`src/rtl/key_event_decoder_pkg.sv`:
```
// Shared definitions for the key gesture decoder: FSM state encoding,
// default timing constants and a small state-decode helper.
package key_event_decoder_pkg;

    // One-hot encoding keeps next-state and HELD decode to single-bit tests.
    typedef enum logic [4:0] {
        ST_IDLE      = 5'b00001,
        ST_PRESS1    = 5'b00010,
        ST_WAIT2     = 5'b00100,
        ST_PRESS2    = 5'b01000,
        ST_LONG_HELD = 5'b10000
    } state_t;

    localparam int DEF_TICK_DIV  = 12000;
    localparam int DEF_LONG_MS   = 1000;
    localparam int DEF_DBL_MS    = 300;
    localparam int DEF_REPEAT_MS = 200;
    localparam int DEF_MS_W      = 16;

    // Key is physically down in these states.
    function automatic logic is_held(input state_t s);
        return (s == ST_PRESS1) || (s == ST_PRESS2) || (s == ST_LONG_HELD);
    endfunction

endpackage

```
`src/rtl/key_event_decoder_ms_tick_gen.sv`:
```
// Millisecond prescaler: counts 0..TICK_DIV-1 and flags the wrap cycle.
// The tick is decoded straight from the count so the consumer sees it in the
// same cycle the counter wraps; a synchronous clear restarts the period.
module ms_tick_gen
    import key_event_decoder_pkg::*;
#(
    parameter int TICK_DIV = DEF_TICK_DIV
) (
    input  logic CLK,
    input  logic nRST,
    input  logic clr,
    output logic tick
);

    localparam int CNT_W = (TICK_DIV > 1) ? $clog2(TICK_DIV) : 1;
    localparam logic [CNT_W-1:0] CNT_LAST = CNT_W'(TICK_DIV - 1);

    logic [CNT_W-1:0] cnt;

    // tick must not depend on clr: clr is itself derived from tick upstream.
    assign tick = (cnt == CNT_LAST);

    // Free-running prescaler, restarted on clear or wrap.
    always_ff @(posedge CLK or negedge nRST) begin
        if (!nRST) begin
            cnt <= '0;
        end else if (clr || (cnt == CNT_LAST)) begin
            cnt <= '0;
        end else begin
            cnt <= cnt + CNT_W'(1);
        end
    end

endmodule

```
`src/rtl/key_event_decoder.sv`:
```
// Key gesture decoder: classifies debounced key edges into short press,
// double click, long press and auto-repeat pulses, timed in 1 ms ticks.
//
//  state     | meaning
//  ----------+-----------------------------------------------------------
//  IDLE      | key up, no gesture in progress
//  PRESS1    | first press held, waiting for release or long-press time
//  WAIT2     | first press released, waiting for a second press
//  PRESS2    | second press held, DOUBLE_CLICK fires on its release
//  LONG_HELD | long press reached, REPEAT fires periodically until release
module key_event_decoder
    import key_event_decoder_pkg::*;
#(
    parameter int TICK_DIV  = DEF_TICK_DIV,
    parameter int LONG_MS   = DEF_LONG_MS,
    parameter int DBL_MS    = DEF_DBL_MS,
    parameter int REPEAT_MS = DEF_REPEAT_MS,
    parameter int MS_W      = DEF_MS_W
) (
    input  logic CLK,
    input  logic nRST,
    input  logic KEY_FLAG,
    input  logic KEY_STATE,
    output logic SHORT_PRESS,
    output logic DOUBLE_CLICK,
    output logic LONG_PRESS,
    output logic REPEAT,
    output logic HELD
);

    localparam logic [MS_W-1:0] LONG_C   = MS_W'(LONG_MS);
    localparam logic [MS_W-1:0] DBL_C    = MS_W'(DBL_MS);
    localparam logic [MS_W-1:0] REPEAT_C = MS_W'(REPEAT_MS);

    state_t          state;
    state_t          state_nxt;
    logic [MS_W-1:0] ms;
    logic [MS_W-1:0] ms_inc;
    logic            press_edge;
    logic            rel_edge;
    logic            tick;
    logic            leave;
    logic            long_hit;
    logic            dbl_hit;
    logic            rpt_hit;

    assign press_edge = KEY_FLAG & ~KEY_STATE;
    assign rel_edge   = KEY_FLAG &  KEY_STATE;

    // Saturating increment so PRESS2, which has no timeout, never wraps.
    assign ms_inc = (ms == {MS_W{1'b1}}) ? ms : ms + MS_W'(1);

    // A timeout fires on the tick that brings ms up to the threshold.
    assign long_hit = tick && (ms_inc == LONG_C);
    assign dbl_hit  = tick && (ms_inc == DBL_C);
    assign rpt_hit  = tick && (ms_inc == REPEAT_C);

    // Next-state decode; key edges are tested ahead of timeouts.
    always_comb begin
        state_nxt = state;
        unique case (state)
            ST_IDLE: begin
                if (press_edge) state_nxt = ST_PRESS1;
            end
            ST_PRESS1: begin
                if (rel_edge)      state_nxt = ST_WAIT2;
                else if (long_hit) state_nxt = ST_LONG_HELD;
            end
            ST_WAIT2: begin
                if (press_edge)   state_nxt = ST_PRESS2;
                else if (dbl_hit) state_nxt = ST_IDLE;
            end
            ST_PRESS2: begin
                if (rel_edge) state_nxt = ST_IDLE;
            end
            ST_LONG_HELD: begin
                if (rel_edge) state_nxt = ST_IDLE;
            end
            default: state_nxt = ST_IDLE;
        endcase
    end

    assign leave = (state_nxt != state);

    ms_tick_gen #(
        .TICK_DIV (TICK_DIV)
    ) u_tick (
        .CLK  (CLK),
        .nRST (nRST),
        .clr  (leave),
        .tick (tick)
    );

    // State, ms counter and registered outputs. Each pulse is tied to the one
    // transition (or repeat event) that produces it, so they are exclusive.
    always_ff @(posedge CLK or negedge nRST) begin
        if (!nRST) begin
            state        <= ST_IDLE;
            ms           <= '0;
            SHORT_PRESS  <= 1'b0;
            DOUBLE_CLICK <= 1'b0;
            LONG_PRESS   <= 1'b0;
            REPEAT       <= 1'b0;
            HELD         <= 1'b0;
        end else begin
            state <= state_nxt;

            if (leave) begin
                ms <= '0;
            end else if ((state == ST_LONG_HELD) && rpt_hit) begin
                ms <= '0;
            end else if (tick) begin
                ms <= ms_inc;
            end

            SHORT_PRESS  <= (state == ST_WAIT2)  && (state_nxt == ST_IDLE);
            DOUBLE_CLICK <= (state == ST_PRESS2) && (state_nxt == ST_IDLE);
            LONG_PRESS   <= (state == ST_PRESS1) && (state_nxt == ST_LONG_HELD);
            REPEAT       <= (state == ST_LONG_HELD) && !leave && rpt_hit;
            HELD         <= is_held(state_nxt);
        end
    end

endmodule

```
`config.mk`:
```
export PLATFORM = sky130hd
export DESIGN_NAME = key_event_decoder
export DESIGN_NICKNAME = d
export VERILOG_FILES = /design/src/rtl/key_event_decoder_pkg.sv /design/src/rtl/key_event_decoder_ms_tick_gen.sv /design/src/rtl/key_event_decoder.sv
export SDC_FILE = /design/constraint.sdc
export NUM_CORES = 1
export LEC_CHECK = 0
export ABC_CLOCK_PERIOD_IN_PS = 2700
export BUFFER_PORTS_ARGS = -buffer_cell sky130_fd_sc_hd__buf_2
export CAP_MARGIN = 0
export CORE_ASPECT_RATIO = 1.2
export CORE_MARGIN = 5
export CORE_UTILIZATION = 38
export DETAILED_ROUTE_END_ITERATION = 10
export GPL_ROUTABILITY_DRIVEN = 0
export PLACE_DENSITY_LB_ADDON = 0.05
export SYNTH_ARGS = -nofsm -noshare
export SYNTH_HDL_FRONTEND = slang
export SYNTH_SLANG_ARGS = --single-unit
```
`constraint.sdc`:
```
create_clock -name CLK -period 2.7 [get_ports CLK]
set_input_delay 0.135 -clock CLK [delete_from_list [all_inputs] [get_ports CLK]]
set_output_delay 0.135 -clock CLK [all_outputs]
set_load 0.02 [all_outputs]
```
==> metrics.csv, run 1 <==
stage,metric,value,unit
run_status,run_status,finished with violations,
run_status,violations,negative hold slack,
worst_setup_path,critPathMaxFanout,12,
timing,worst_slew_pin_slew,0.9086,ns
worst_setup_path,timing.critical_path.from,ms[9],
logic_synthesis,postSynthNetCount,307,
pwr,design_power_total,1.389,mW
global_routing,antenna_violations_before_repair,0,
timing,clock-skew-final,0.005795,ns
finish,final-instance-count-excl-fill,420,
finish,antennaDiodeCount,0,
worst_setup_path,cp.arrival,2.74,ns
pwr,power.static_leakage,1.355,nW
global_routing,first_global_vias,2318,
floorplan,boundaryPins,9,
timing,clock.fmax,391.9,MHz
worst_setup_path,worst_setup_path_start_kind,flop,
finish,area_growth_syn_to_layout,16.14,%
timing,totalNegativeSetupSlack,0,ns
clocking,path_clk_slew,0.07,ns
floorplan,die-height,103.7,um
logic_synthesis,synth-async-reset-ratio,100.0,%
global_routing,grt_max_degree,41,
pwr,max-vdd-ir-drop,0.0002734,V
worst_setup_path,worst_r2r_startpoint,ms[9],
placement,dpl_cell_area,3059,um^2
logic_synthesis,main_flop_type_after_synthesis,sky130_fd_sc_hd__dfrtp_1,
timing,slew_viol_final,0,
placement,placed_cells_incl_taps,412,
finish,design_area,3232,um^2
finish,final_util,44.95,%
logic_synthesis,synth-edff-count,0,
route,drt_first_pass_iters,4,
worst_setup_path,reg2reg_depth,8,
route,routed_wl,6774,um
finish,fin_nets,336,
run,drv.max_cap_violation_count,0,
route,post_drt_wl_per_cell,16.13,um
route,via_per_inst,5.445,
logic_synthesis,synth_area_per_cell,9.245,um^2
clocking,ctsRootBufferMaster,sky130_fd_sc_hd__clkbuf_8,
timing,timing_hold_violations_final,39,
clocking,cts_tree,built,
worst_setup_path,required,2.88,ns
clocking,htreeDepth,2,
clocking,worstSkewPairLatency,0.30,ns
floorplan,design.core.area,7189,um^2
finish,mostFrequentLayoutCells,"36 x sky130_fd_sc_hd__dfrtp_1, 35 x sky130_fd_sc_hd__nor2_1, 31 x sky130_fd_sc_hd__buf_4",
pwr,powerDensity,429.9,nW/um^2
timing,timing.hold.ws,-0.04379,ns
logic_synthesis,seq_total_area_yosys,36.02,%
timing,min_period,2.552,ns
placement,io_buffer_count,8,
logic_synthesis,synthCells,301,
timing,slew-limit-headroom,39.43,%
worst_setup_path,setup.worst_path.end_class,flop,
route,iteration_0_drc_count_of_the_detailed_router,120,
worst_setup_path,timing.rr.end,ms[13],
timing,fin_ws,0.1482,ns
route,antenna_violating_nets_post_route,0,
placement,post-dp-hpwl,5071,um
logic_synthesis,synth_cell_types,64,
clocking,clock_sink_total,40,
route,detailroute.via_count,2287,
clocking,tritoncts_buffer_count,5,
clocking,clock_tree.buffer_depth,2,
floorplan,die-area,9141,um^2
worst_setup_path,setup.reg_to_reg.worst_slack,0.15,ns
finish,final_common_cell,sky130_fd_sc_hd__dfrtp_1,
clocking,hold_buffers,0,
logic_synthesis,yosysWarningCount,0,
finish,layout-drive-gt1-share,26.06,%
global_routing,overflow,0,
timing,number_of_setup_violations_in_the_final_report,0,
timing,post-route-period-util,94.51,%
route,route.detailed.drc,0,
floorplan,chipWidth,88.12,um
floorplan,placementRows,34,
worst_setup_path,critPathKind,flop to flop,
global_routing,grt_first_pass_wirelength,11340,um
floorplan,starting_density_of_the_core,38.71,%
logic_synthesis,syn-cell-area,2783,um^2
placement,place_ws,0.06366,ns
min_path,timing.hold.worst.class,primary input to asynchronous set/reset pin,
logic_synthesis,synth.ff_latch_count,40,
global_routing,groute.usage.overall,15.80,%
## sequential cells by signal, summed over array words and instances, names as in the netlist
name and flops:
ms 16, u_tick.cnt 14, state 5, DOUBLE_CLICK 1, HELD 1, LONG_PRESS 1, REPEAT 1, SHORT_PRESS 1
## power by group
group          internal, mW  total (mW)  leakage (nW)  switching [mW]
sequential            0.622       0.648         0.546          0.0254
clock                 0.364       0.578        0.0642           0.214
combinational        0.0709       0.163         0.745          0.0923
## timing repair
item,in CTS,in global routing
hold endpoints to repair,0,0
gates resized for setup,0,10
endpoints found under the setup margin,0,33
setup buffers,0,1
## cell usage after synthesis (2+ instances only)
| cell | count | share of area [%] |
|---|---|---|
| sky130_fd_sc_hd__nand2b_1 | 3 | 0.67 |
| sky130_fd_sc_hd__and3_1 | 7 | 1.6 |
| sky130_fd_sc_hd__a21oi_1 | 9 | 1.6 |
| sky130_fd_sc_hd__nand4_4 | 2 | 1.5 |
| sky130_fd_sc_hd__nand4_1 | 7 | 1.6 |
| sky130_fd_sc_hd__nor3_2 | 12 | 4.3 |
| sky130_fd_sc_hd__buf_6 | 4 | 1.6 |
| sky130_fd_sc_hd__xnor2_1 | 12 | 3.8 |
| sky130_fd_sc_hd__buf_2 | 6 | 1.1 |
| sky130_fd_sc_hd__nor4_1 | 5 | 1.1 |
| sky130_fd_sc_hd__ha_1 | 2 | 0.90 |
| sky130_fd_sc_hd__and4_1 | 5 | 1.6 |
| sky130_fd_sc_hd__and2_1 | 3 | 0.67 |
| sky130_fd_sc_hd__nor4_4 | 2 | 1.5 |
| sky130_fd_sc_hd__nand4_2 | 2 | 0.90 |
| sky130_fd_sc_hd__a311oi_1 | 2 | 0.63 |
| sky130_fd_sc_hd__mux2i_1 | 6 | 2.2 |
| sky130_fd_sc_hd__clkbuf_1 | 3 | 0.40 |
| sky130_fd_sc_hd__a211oi_1 | 3 | 0.81 |
| sky130_fd_sc_hd__dfrtp_1 | 39 | 35 |
| sky130_fd_sc_hd__nand3_1 | 18 | 3.2 |
| sky130_fd_sc_hd__a31oi_1 | 5 | 1.1 |
| sky130_fd_sc_hd__nor4b_1 | 2 | 0.63 |
| sky130_fd_sc_hd__nand2_1 | 28 | 3.8 |
| sky130_fd_sc_hd__or3_1 | 3 | 0.67 |
| sky130_fd_sc_hd__o21a_1 | 2 | 0.54 |
| sky130_fd_sc_hd__a2111oi_0 | 2 | 0.63 |
| sky130_fd_sc_hd__inv_1 | 4 | 0.54 |
| sky130_fd_sc_hd__nor2_1 | 35 | 4.7 |
| sky130_fd_sc_hd__o21ai_0 | 7 | 1.3 |
| sky130_fd_sc_hd__xor2_1 | 12 | 3.8 |
| sky130_fd_sc_hd__nor3_1 | 10 | 1.8 |
| sky130_fd_sc_hd__buf_4 | 4 | 1.1 |
| sky130_fd_sc_hd__nor3b_1 | 4 | 1.1 |
| sky130_fd_sc_hd__nand4b_1 | 2 | 0.63 |
## per-layer routing
metal	vias to the layer above	track usage [%]	wire length [um]
met5	-	0	0
met3	15	2.780	197
met1	1076	18.44	2936
met2	43	27.42	3459
li1	1153	-	-
met4	0	7.235	180
## critical path, cell delays in order (launching register included)
cell                      delay, ns
sky130_fd_sc_hd__dfrtp_1       0.49
sky130_fd_sc_hd__and4_1        0.38
sky130_fd_sc_hd__nand2_2       0.11
sky130_fd_sc_hd__or4_4         0.51
sky130_fd_sc_hd__a21oi_1       0.22
sky130_fd_sc_hd__and4b_4       0.31
sky130_fd_sc_hd__a21o_4        0.20
sky130_fd_sc_hd__buf_12        0.15
sky130_fd_sc_hd__nor2_1        0.05
## worst max path at each step
stage / endpoint / slack [ns] / cells after the start
2_1_floorplan: u_tick.cnt[0] / 0.26 / 9
3_5_place_dp: ms[13] / 0.06 / 10
4_1_cts: ms[13] / 0.04 / 10
5_1_grt: ms[13] / -0.006 / 10
3_3_place_gp: ms[7] / 0.05 / 9
6_report: ms[13] / 0.15 / 8
## final cells by class
class,instances,area [um^2]
repair buffers,41,312.8
flip-flops and latches,40,1006
clock buffers,5,68.82
fillers,688,3958
inverters,4,15.01
multi-input cells,238,1657
clock inverters,2,60.06
well taps,90,112.6
## kinds of logic (layout without fill, tap and decap cells)
kind of cell / after synthesis / after routing / share of synthesized area [%]
adders and majority gates: 2 / 2 / 0.8991
xor gates and xnor gates: 24 / 24 / 7.554
DFF: 40 / 40 / 36.02
buffers and inverters: 23 / 52 / 5.620
AOI/OAI and AO/OA: 44 / 44 / 11.51
muxes: 7 / 7 / 2.698
and+or+nand+nor: 161 / 161 / 35.70
Note: power is estimated with default switching activity, not from simulation.
==> inputs of run 2 (changes only) <==
--- a/config.mk
+++ b/config.mk
@@ -13,7 +13,6 @@
 export CORE_UTILIZATION = 38
 export DETAILED_ROUTE_END_ITERATION = 10
 export GPL_ROUTABILITY_DRIVEN = 0
-export PLACE_DENSITY_LB_ADDON = 0.05
 export SYNTH_ARGS = -nofsm -noshare
 export SYNTH_HDL_FRONTEND = slang
 export SYNTH_SLANG_ARGS = --single-unit
==> run 2 against run 1 <==
The flow now finishes without violations. Non-clock buffer count shrank 17. Largest power group unchanged. Core utilization shrank 2.5 points. Routed wire length shrank 8.6%. Critical path depth is the same. First-iteration DRC count grew 24%. Worst setup slack lost 0.026 ns. Combinational power shrank 11%. Critical path type unchanged.
==> metrics.csv, run 2 (synthesized netlist as in run 1, its figures left out) <==
stage,metric,value,unit
clocking,clock_sink_total,40,
run,drv.max_cap_violation_count,0,
clocking,htreeDepth,2,
worst_setup_path,critPathMaxFanout,23,
timing,timing_hold_violations_final,0,
finish,layout-drive-gt1-share,20.06,%
pwr,max-vdd-ir-drop,0.0001796,V
worst_setup_path,critical_path_depth,8,
global_routing,grt_first_pass_wirelength,10510,um
timing,worst_slew_pin_slew,0.8851,ns
clocking,tritoncts_buffer_count,5,
timing,clock-skew-final,0.005943,ns
pwr,power.static_leakage,1.246,nW
route,routed_wl,6190,um
finish,sequential_cell_area,1002,um^2
pwr,comb_power_share,11.1,%
timing,clock.fmax,387.9,MHz
pwr,powerDensity,427.2,nW/um^2
finish,multi_input_area,1630,um^2
worst_setup_path,cp_slowest_cell,sky130_fd_sc_hd__dfrtp_1,
worst_setup_path,timing.critical_path.buf_inv,1,
global_routing,overflow,0,
timing,totalNegativeSetupSlack,0,ns
finish,nFillCells,707,
route,detailroute.via_count,2253,
floorplan,die-area,9141,um^2
worst_setup_path,critPathKind,flop to flop,
min_path,hold_depth,4,
global_routing,grt_max_degree,41,
finish,area_growth_syn_to_layout,9.622,%
clocking,worstSkewPairLatency,0.30,ns
route,drt_first_pass_iters,4,
clocking,ctsRootBufferMaster,sky130_fd_sc_hd__clkbuf_8,
global_routing,groute.usage.overall,14.13,%
worst_setup_path,timing.critical_path.from,ms[9],
pwr,netSwitchingFraction,26.59,%
worst_setup_path,worst_setup_path_start_kind,flop,
route,iteration_0_drc_count_of_the_detailed_router,149,
floorplan,starting_density_of_the_core,38.71,%
worst_setup_path,worstPathCellList,"nand4_4, nor4_4, mux2_4, nor4_1, and4b_4, a21o_4, buf_12, nor2_1",
route,antenna_violating_nets_post_route,0,
global_routing,antenna_violations_before_repair,0,
timing,slew-limit-headroom,40.99,%
worst_setup_path,cpPeakStageDelay,0.54,ns
placement,io_buffer_count,8,
placement,place_ws,0.1159,ns
min_path,end_point_of_the_worst_hold_path,SHORT_PRESS,
placement,post-dp-hpwl,4544,um
timing,slew_viol_final,0,
floorplan,design.core.area,7189,um^2
worst_setup_path,setup.reg_to_reg.worst_slack,0.12,ns
finish,fin_nets,319,
timing,fin_ws,0.1223,ns
clocking,cts_tree,built,
min_path,timing.hold.worst.class,primary input to flop,
route,post_drt_wl_per_cell,15.32,um
clocking,clock_tree.buffer_depth,2,
timing,grt_setup_unrepaired,no,
worst_setup_path,setup.worst_path.end_class,flop,
floorplan,boundaryPins,9,
worst_setup_path,reg2reg_depth,8,
clocking,path_clk_slew,0.09,ns
finish,largest_reg_flops,16,
pwr,netSwitchingPower,346.5,uW
pwr,power.sequential.fraction,49.7,%
worst_setup_path,path_delay_family,simple AND/OR/NAND/NOR gates,
timing,post-route-period-util,95.47,%
global_routing,first_global_vias,2167,
run_status,run_status,finished clean,
route,route.detailed.drc,0,
worst_setup_path,required,2.89,ns
pwr,clock_power_share,39.2,%
finish,top_regs,"ms: 16 flops, u_tick.cnt: 14 flops, state: 5 flops",
floorplan,die-height,103.7,um
finish,antennaDiodeCount,0,
finish,mostFrequentLayoutCells,"39 x sky130_fd_sc_hd__dfrtp_1, 35 x sky130_fd_sc_hd__nor2_1, 28 x sky130_fd_sc_hd__nand2_1",
finish,register_containing_the_most_flip_flops_in_the_final_layout,ms,
route,via_per_inst,5.577,
pwr,power.internal,956.5,uW
floorplan,placementRows,34,
worst_setup_path,worst_r2r_startpoint,ms[9],
worst_setup_path,cp.arrival,2.77,ns
timing,min_period,2.578,ns
pwr,design_power_total,1.303,mW
timing,number_of_setup_violations_in_the_final_report,0,
worst_setup_path,timing.rr.end,ms[8],
min_path,worst_hold_startpoint,KEY_FLAG,
floorplan,chipWidth,88.12,um
finish,final_common_cell,sky130_fd_sc_hd__dfrtp_1,
[run 2: repair_timing]
action	4_1_cts	5_1_grt
gates resized for setup	0	2
setup buffers	0	0
hold buffers	1	0
endpoints found under the hold margin	10	0
setup endpoints to repair	0	31
[run 2: power groups by stage]
stage	sequential [mW]	combinational, mW	clock, mW
floorplan	0.656	0.114	0
global placement	0.659	0.145	0
detailed placement	0.659	0.148	0
CTS	0.647	0.150	0.526
global route	0.652	0.165	0.550
finish	0.647	0.145	0.511
[run 2: worst max-delay path by stage]
stage                               end
after floorplan           u_tick.cnt[0]
after global placement            ms[7]
after detailed placement  u_tick.cnt[4]
after CTS                 u_tick.cnt[0]
after global routing              ms[6]
final                             ms[8]
[run 2: metrics by stage]
stage | hold WS (ns) | area [um^2] | instances | util (%)
floorplan | -0.1606 | 2783 | 301 | -
CTS | 0.2347 | 3044 | 404 | 42.34
global route | 0.2752 | 3050 | 404 | 42.43
finish | 0.2347 | 3050 | 404 | 42.43
detailed placement | 0.3296 | 2919 | 395 | 40.60
global placement | 0.3191 | 2919 | 395 | 40.60
[run 2: final cells by class]
type                       instances  area share (%)
clock buffer                       5           2.256
tap                               90           3.692
multi-input combinational        238           53.45
inverter                           4          0.4922
clock inverter                     3           1.518
sequential                        40           32.85
timing repair buffer              24           5.742
[run 2: routing by layer]
metal / wire, um / global-route usage [%]
met5: 0 / 0
met4: 80 / 4.320
met3: 176 / 2.145
met2: 3205 / 24.68
met1: 2727 / 17.56
[run 2: worst register-to-register path, stage by stage, from the launching register on]
cell and delay, ns:
sky130_fd_sc_hd__dfrtp_1 0.54, sky130_fd_sc_hd__nand4_4 0.26, sky130_fd_sc_hd__nor4_4 0.34, sky130_fd_sc_hd__mux2_4 0.35, sky130_fd_sc_hd__nor4_1 0.28, sky130_fd_sc_hd__and4b_4 0.31, sky130_fd_sc_hd__a21o_4 0.14, sky130_fd_sc_hd__buf_12 0.17
sky130_fd_sc_hd__nor2_1 0.08
==> inputs of run 3 (changes only) <==
--- a/config.mk
+++ b/config.mk
@@ -13,6 +13,7 @@
 export CORE_UTILIZATION = 38
 export DETAILED_ROUTE_END_ITERATION = 10
 export GPL_ROUTABILITY_DRIVEN = 0
+export PLACE_DENSITY = 0.56
 export SYNTH_ARGS = -nofsm -noshare
 export SYNTH_HDL_FRONTEND = slang
 export SYNTH_SLANG_ARGS = --single-unit
==> run 3 against run 2 <==
Final area rose by 1.6%. Routed wire length rose by 2.6%. Non-clock buffer count rose by 5. Sequential cell count did not move. Die area did not move. Critical path depth did not move. Hold slack improved by 0.0074 ns. Combinational power barely moved. Largest cell class unchanged. Register-to-register slack improved by 0.02 ns.
==> metrics.csv, run 3 (synthesized netlist as in run 1, its figures left out) <==
stage,metric,value,unit
run_status,run_status,finished clean,
finish,fin_nets,324,
route,routed_wl,6354,um
clocking,clock_sink_total,40,
placement,post-dp-hpwl,4659,um
worst_setup_path,worstPathCellList,"nand4_2, nor4_4, mux2_4, nor4_1, and4b_4, a21o_4, buf_12, nor2_1",
route,via_per_inst,5.575,
floorplan,placementRows,34,
clocking,path_clk_slew,0.09,ns
finish,final_common_cell,sky130_fd_sc_hd__dfrtp_1,
finish,area_growth_syn_to_layout,11.42,%
global_routing,overflow,0,
worst_setup_path,setup.worst_path.end_class,flop,
finish,nFillCells,731,
route,highest-signal-layer,met4,
worst_setup_path,required,2.89,ns
finish,antennaDiodeCount,0,
worst_setup_path,worst_setup_path_start_kind,flop,
timing,number_of_setup_violations_in_the_final_report,0,
route,routed-wl-met2,3165,um
finish,layout-drive-gt1-share,21.94,%
floorplan,boundaryPins,9,
route,detailroute.via_count,2280,
placement,place_ws,0.08223,ns
worst_setup_path,cp_slowest_cell,sky130_fd_sc_hd__dfrtp_1,
timing,slew_viol_final,0,
worst_setup_path,critPathKind,flop to flop,
global_routing,grt_first_pass_wirelength,11280,um
floorplan,chipWidth,88.12,um
finish,register_containing_the_most_flip_flops_in_the_final_layout,ms,
timing,fin_ws,0.1464,ns
global_routing,groute.usage.overall,15.25,%
floorplan,design.core.area,7189,um^2
clocking,htreeDepth,2,
timing,clock-skew-final,0.01062,ns
floorplan,die-height,103.7,um
placement,placed_cells_incl_taps,400,
timing,min_period,2.554,ns
route,iteration_0_drc_count_of_the_detailed_router,91,
route,post_drt_wl_per_cell,15.54,um
worst_setup_path,cpPeakStageDelay,0.48,ns
timing,slew-limit-headroom,39.28,%
timing,clock.fmax,391.6,MHz
finish,largest_reg_flops,16,
worst_setup_path,critPathMaxFanout,23,
clocking,worstSkewPairLatency,0.31,ns
clocking,ctsRootBufferMaster,sky130_fd_sc_hd__clkbuf_8,
timing,worst_slew_pin_slew,0.9108,ns
clocking,cts.repair_timing.setup_buffer_count,0,
timing,post-route-period-util,94.58,%
clocking,clock_tree.buffer_depth,2,
route,route.detailed.drc,0,
finish,top_regs,"ms: 16 flops, u_tick.cnt: 14 flops, state: 5 flops",
finish,final-instance-count-excl-fill,409,
floorplan,starting_density_of_the_core,38.71,%
clocking,cts_tree,built,
clocking,tritoncts_buffer_count,5,
route,dr_wl_met3,202,um
timing,timing_hold_violations_final,0,
global_routing,antenna_violations_before_repair,0,
route,route.layer.met1.wl,2819,um
placement,io_buffer_count,8,
worst_setup_path,setup.reg_to_reg.worst_slack,0.15,ns
min_path,timing.hold.worst.class,primary input to flop,
timing,totalNegativeSetupSlack,0,ns
floorplan,die-area,9141,um^2
pwr,powerDensity,422.5,nW/um^2
pwr,max-vdd-ir-drop,0.0002349,V
run,drv.max_cap_violation_count,0,
timing,grt_setup_unrepaired,no,
timing,timing.hold.ws,0.2421,ns
finish,mostFrequentLayoutCells,"36 x sky130_fd_sc_hd__dfrtp_1, 35 x sky130_fd_sc_hd__nor2_1, 28 x sky130_fd_sc_hd__nand2_1",
worst_setup_path,cp.arrival,2.74,ns
global_routing,first_global_vias,2290,
pwr,power.static_leakage,1.275,nW
global_routing,grt_max_degree,41,
route,drt_first_pass_iters,4,
route,antenna_violating_nets_post_route,0,
==> run 3: metrics by stage <==
step | utilization, % | power [mW] | cell area [um^2]
2_1_floorplan | - | 0.7693 | 2783
3_3_place_gp | 41.12 | 0.8062 | 2957
3_5_place_dp | 41.12 | 0.8112 | 2957
4_1_cts | 42.86 | 1.333 | 3082
5_1_grt | 43.13 | 1.374 | 3100
6_report | 43.13 | 1.310 | 3100
==> run 3: layout make-up <==
cell class	count	area [um^2]	area share (%)
timing repair buffer	29	212.7	6.860
sequential	40	1006	32.45
tap	90	112.6	3.632
clock inverter	3	46.29	1.493
clock buffer	5	68.82	2.220
inverter	4	15.01	0.4843
multi-input combinational	238	1639	52.87
==> run 3: repair_timing <==
item                                    4_1_cts  5_1_grt
hold buffers                                  1        0
gates resized for setup                       0        5
endpoints found under the setup margin        0       31
hold endpoints to repair                     23        0
==> run 3: where the power goes <==
part           leakage (nW)  internal [mW]  switching [mW]
clock network        0.0548          0.279           0.236
registers             0.546          0.622          0.0260
logic                 0.674         0.0562          0.0915
==> run 3: per-layer routing <==
| layer | vias to the layer above | track usage (%) |
|---|---|---|
| met4 | 0 | 6.587 |
| met5 | - | 0 |
| met3 | 14 | 2.303 |
| met1 | 1095 | 19.73 |
| met2 | 42 | 24.84 |
| li1 | 1129 | - |
==> run 3: path summary, 6_finish.rpt <==
check,from,end,depth (start not counted)
min in group asynchronous,nRST,u_tick.cnt[9],2
min,KEY_FLAG,SHORT_PRESS,4
max reg2reg,ms[7],REPEAT,8
max in group asynchronous,nRST,ms[5],2
min reg2reg,u_tick.cnt[0],u_tick.cnt[0],1
max,ms[7],REPEAT,8
==> run 3: critical path, delay by kind of cell (launching register included) <==
| kind | cells | cell delay, ns |
|---|---|---|
| simple gates | 5 | 1.31 |
| flops | 1 | 0.48 |
| mux | 1 | 0.35 |
| buf+inv | 1 | 0.18 |
| compound gates | 1 | 0.14 |
